$ cat config.mk
export PLATFORM = sky130hd
export DESIGN_NAME = fetch_decode_buffer
export DESIGN_NICKNAME = d
export VERILOG_FILES = /design/src/rtl/fetch_decode_buffer_pkg.sv /design/src/rtl/fetch_decode_buffer_storage.sv /design/src/rtl/fetch_decode_buffer.sv
export SDC_FILE = /design/constraint.sdc
export NUM_CORES = 1
export LEC_CHECK = 0
export BUFFER_PORTS_ARGS = -buffer_cell sky130_fd_sc_hd__buf_4
export CAP_MARGIN = 20
export CORE_ASPECT_RATIO = 1.1
export CORE_MARGIN = 5
export CORE_UTILIZATION = 45
export DETAILED_ROUTE_END_ITERATION = 8
export GPL_TIMING_DRIVEN = 0
export PLACE_DENSITY = 0.68
export SLEW_MARGIN = 40
export SYNTH_ARGS = -nofsm -noshare
export SYNTH_HDL_FRONTEND = slang
export SYNTH_SLANG_ARGS = --single-unit
export TNS_END_PERCENT = 5
$ cat constraint.sdc
create_clock -name clk -period 13.65 [get_ports clk]
set_input_delay 0.6825 -clock clk [delete_from_list [all_inputs] [get_ports clk]]
set_output_delay 0.6825 -clock clk [all_outputs]
set_load 0.02 [all_outputs]
$ cat src/rtl/fetch_decode_buffer_pkg.sv
// Shared definitions for the IF->ID buffer: bus widths and a parameter sanity helper.
package fetch_decode_buffer_pkg;

    localparam int ADDR_BUS_WIDTH = 32;
    localparam int INST_BUS_WIDTH = 32;

    function automatic bit is_pow2(input int value);
        return (value > 0) && ((value & (value - 1)) == 0);
    endfunction

endpackage

$ cat src/rtl/fetch_decode_buffer_storage.sv
// fdb_storage: DEPTH-entry register array, synchronous write, asynchronous read,
// synchronous active-low zeroing reset.
module fdb_storage #(
    parameter int DEPTH = 2,
    parameter int WIDTH = 64
) (
    input  logic                     clk,
    input  logic                     rst,
    input  logic                     i_we,
    input  logic [$clog2(DEPTH)-1:0] i_waddr,
    input  logic [WIDTH-1:0]         i_wdata,
    input  logic [$clog2(DEPTH)-1:0] i_raddr,
    output logic [WIDTH-1:0]         o_rdata
);

    logic [WIDTH-1:0] r_mem [DEPTH];

    always_ff @(posedge clk) begin
        if (!rst) begin
            for (int i = 0; i < DEPTH; i++) begin
                r_mem[i] <= '0;
            end
        end else if (i_we) begin
            r_mem[i_waddr] <= i_wdata;
        end
    end

    assign o_rdata = r_mem[i_raddr];

endmodule

$ cat src/rtl/fetch_decode_buffer.sv
// IF->ID boundary FIFO of (addr, inst) pairs with valid/ready handshakes and flush.
// Optional same-cycle pass-through on an empty buffer when FDB_BYPASS_EN is defined.
module fetch_decode_buffer
    import fetch_decode_buffer_pkg::*;
#(
    parameter int ADDR_WIDTH = ADDR_BUS_WIDTH,
    parameter int INST_WIDTH = INST_BUS_WIDTH,
    parameter int DEPTH      = 2
) (
    input  logic                       clk,
    input  logic                       rst,
    input  logic                       flush,
    input  logic                       valid_in,
    input  logic [ADDR_WIDTH-1:0]      addr_in,
    input  logic [INST_WIDTH-1:0]      inst_in,
    output logic                       ready_out,
    output logic                       valid_out,
    output logic [ADDR_WIDTH-1:0]      addr_out,
    output logic [INST_WIDTH-1:0]      inst_out,
    input  logic                       ready_in,
    output logic [$clog2(DEPTH):0]     count
);

    localparam int IW = $clog2(DEPTH);
    localparam int PW = IW + 1;
    localparam int DW = ADDR_WIDTH + INST_WIDTH;

    logic [PW-1:0] r_wr_ptr;
    logic [PW-1:0] r_rd_ptr;
    logic          w_full;
    logic          w_empty;
    logic          w_bypass;
    logic          w_push;
    logic          w_pop;
    logic [DW-1:0] w_head;

    assign w_empty = (r_wr_ptr == r_rd_ptr);
    assign w_full  = (r_wr_ptr[IW] != r_rd_ptr[IW]) &&
                     (r_wr_ptr[IW-1:0] == r_rd_ptr[IW-1:0]);

`ifdef FDB_BYPASS_EN
    assign w_bypass = w_empty & valid_in & ready_in & ~flush;
`else
    assign w_bypass = 1'b0;
`endif

    // A bypassed pair is consumed directly by decode, so it is never stored.
    assign w_push = valid_in & ~w_full & ~flush & ~w_bypass;
    assign w_pop  = ~w_empty & ready_in & ~flush;

    always_ff @(posedge clk) begin
        if (!rst || flush) begin
            r_wr_ptr <= '0;
            r_rd_ptr <= '0;
        end else begin
            if (w_push) r_wr_ptr <= r_wr_ptr + PW'(1);
            if (w_pop)  r_rd_ptr <= r_rd_ptr + PW'(1);
        end
    end

    fdb_storage #(
        .DEPTH (DEPTH),
        .WIDTH (DW)
    ) u_storage (
        .clk     (clk),
        .rst     (rst),
        .i_we    (w_push),
        .i_waddr (r_wr_ptr[IW-1:0]),
        .i_wdata ({addr_in, inst_in}),
        .i_raddr (r_rd_ptr[IW-1:0]),
        .o_rdata (w_head)
    );

    assign ready_out = ~w_full;
    assign count     = r_wr_ptr - r_rd_ptr;

    always_comb begin
        valid_out = ~w_empty;
        addr_out  = w_head[DW-1:INST_WIDTH];
        inst_out  = w_head[INST_WIDTH-1:0];
        if (w_bypass) begin
            valid_out = 1'b1;
            addr_out  = addr_in;
            inst_out  = inst_in;
        end
    end

endmodule

==> out/results.ini <==
[run_status]
run_status = complete, no violations

[floorplan]
initial_core_util_pct = 45.5
die_x_um = 119
dieArea_um2 = 15600
ios = 137
die_height_um = 130
std_cell_rows = 44
fp.coreArea_um2 = 13000

[timing]
finalCritPeriodShare_pct = 20.6
rsz0062_at_grt = no
max_clock_freq_mhz = 356
worstMarginPinSlew_ns = 0.603
period_minus_slack_ns = 2.81
finalWorstSetupSlack_ns = 10.84
drv_slew = 0
timing.setup.tns_ns = 0
relSlewSlack_pct = 59.8
finalHoldViolCount = 0
fin_skew_ns = 0.00387
setup_viol = 0

[layout]
fin_nets = 610
diodes = 0
drive_gt1_share_pct = 62.4
fin_util_pct = 60.2
syn2layout_area_growth_pct = 32.5
fin_cells = 714

[setup_path]
r2r_cells = 7
worst-path-buf-inv = 3
critPathArrivalTime_ns = 2.13
r2r_end = u_storage.r_mem[1][25]
worstReg2RegStart = r_wr_ptr[0]
cp.depth = 4
critPathRequiredTime_ns = 12.97
startpoint_type = flip-flop
path_cells = clkbuf_1, buf_2, mux2_2, buf_4
endpoint_kind = output pin
cpPeakStageDelay_ns = 0.47
crit_type = flip-flop to output pin
crit_fanout = 10
cpLargestDelayFamily = buffers and inverters
slowest_stage = clkbuf_1
ff2ff_setup_slack_ns = 11.12

[logic_synthesis]
synth_common_cells = edfxtp_1 (128), and2_2 (92), mux2_2 (64)
synth_most_common_cell = edfxtp_1
ys.flop_type = edfxtp_1
netlist_instances = 377
synth_top_area_share_pct = 64.8
ys_top_cells_by_area = edfxtp_1 (65%), mux2_2 (12%), and2_2 (12%)
ys_seq_elements = 133
ys_seq_area_share_pct = 66.5
synth-edff-count = 128
synth.avg_cell_area_um2 = 15.7
ys_async_sr_fraction_pct = 0
syn_area_um2 = 5930
ys_warn_count = 0
yosysTopAreaCell = edfxtp_1
ys_types = 24
syn_nets = 447

[drt]
vias = 3491
post_drt_wl_per_cell_um = 17.0
routed_wl_um = 12100
firstDrtPassIters = 4
drc_errors = 0
vias_per_cell = 4.89
drt_iter0_markers = 203
ant_nets = 0

[pwr]
irDropWorstVdd_mv = 0.0741
p_clk_share_pct = 40.3
seqPwrFrac_pct = 48.3
leakage_uw = 0.00331
p_sw_uw = 213
share_comb_of_total_power_pct = 11.4
power_density_nw_per_um2 = 126
swShare_pct = 21.6
internal-power_uw = 773

[placed_design]
io_buffers = 136
dp_slack_ns = 11.03
dp_hpwl_um = 8480
placed_cells_incl_taps = 682
place_congestion = 0.737

[clock_network]
htree_levels = 4
post_cts.repair.setup_buffers = 0
cts_sinks = 133
clockBufferDepth = 2
root_buffer = clkbuf_16
clk_latency_ns = 0.40
cts_tree = yes
cts-buffers-inserted = 17
cts.repair.resized = 0
path_clk_slew_ns = 0.05
cts_hold_buf = 0

[hold_path]
min_path_type = flip-flop to flip-flop
whs_path_depth = 2
hold_path_end = r_rd_ptr[0]
min_from = r_rd_ptr[0]

[global_routing]
antenna_found_initial = 0
grt_max_degree = 18
grt_use_total_pct = 16.0
grt_pass1_vias = 3829
grt-ovfl-total = 0
grt_pass1_wl_um = 19000

[flow_run]
cap_violations = 0

metrics by stage:
stage          cell area, um^2  power, uW  hold slack, ns
6_report                  7860        986           0.548
5_1_grt                   7860       1020           0.547
4_1_cts                   7860        998           0.536
3_5_place_dp              7350        599           0.540
3_3_place_gp              7160        595           0.483
2_1_floorplan             5930        542           0.469
area by class of cell:
type                    count  area, um^2
clock buffers              24         452
repair buffers            144        1190
well taps                 161         201
plain buffers              20        98.8
inverters                   2        7.51
fillers                  1035        5190
clock inverters             8        58.8
multi-input cells         222        1910
flip-flops and latches    133        3940
registers in the layout (all words and copies together), names as in the netlist, named ones only:
register         count
r_wr_ptr             2
r_rd_ptr             2
u_storage.r_mem    128
cell families (layout without fill, tap and decap cells):
logic type	Yosys count	count (layout)	share of synthesized area, %
AOI/OAI and AO/OA	8	8	1.31
DFF	133	133	66.5
and+or+nand+nor	142	142	16.6
xor gates and xnor gates	2	2	0.612
buffers and inverters	22	198	1.79
adders and majority gates	1	1	0.211
muxes	69	69	13.0
power by group through the flow:
stage | logic [uW] | registers (uW) | clock network, uW
floorplan | 55.5 | 486 | 0
global placement | 105 | 490 | 0
detailed placement | 114 | 484 | 0
CTS | 115 | 476 | 407
global route | 121 | 478 | 424
finish | 112 | 476 | 398
routing by layer:
layer / global-route usage, % / routed length [um] / vias up
met5: 0 / 0 / -
met4: 6.54 / 226 / 0
met3: 4.78 / 654 / 17
met2: 27.4 / 6320 / 100
met1: 19.1 / 4950 / 1706
li1: - / - / 1668
worst max path at each step:
stage	to	slack [ns]
2_1_floorplan	u_storage.r_mem[0][0]	7.42
3_3_place_gp	u_storage.r_mem[0][36]	4.37
3_5_place_dp	u_storage.r_mem[1][36]	11.03
4_1_cts	addr_out[21]	10.74
5_1_grt	addr_out[21]	10.72
6_report	addr_out[21]	10.84
cell usage in the layout (no fill, tap or decap), types with 6 or more instances in the layout:
cell type / n
and2_1: 36
and2_2: 92
buf_2: 7
buf_4: 136
clkbuf_1: 8
clkbuf_16: 17
clkbuf_2: 12
edfxtp_1: 128
mux2_2: 64
nand2_1: 6
worst register-to-register path, stage by stage (launching register included):
cell and delay (ns):
dfxtp_1 0.43, inv_1 0.14, ha_1 0.28, buf_2 0.19, a21o_1 0.25, o21ai_4 0.50, buf_16 0.23, buf_8 0.20
Note: power is estimated with default switching activity, not from simulation.
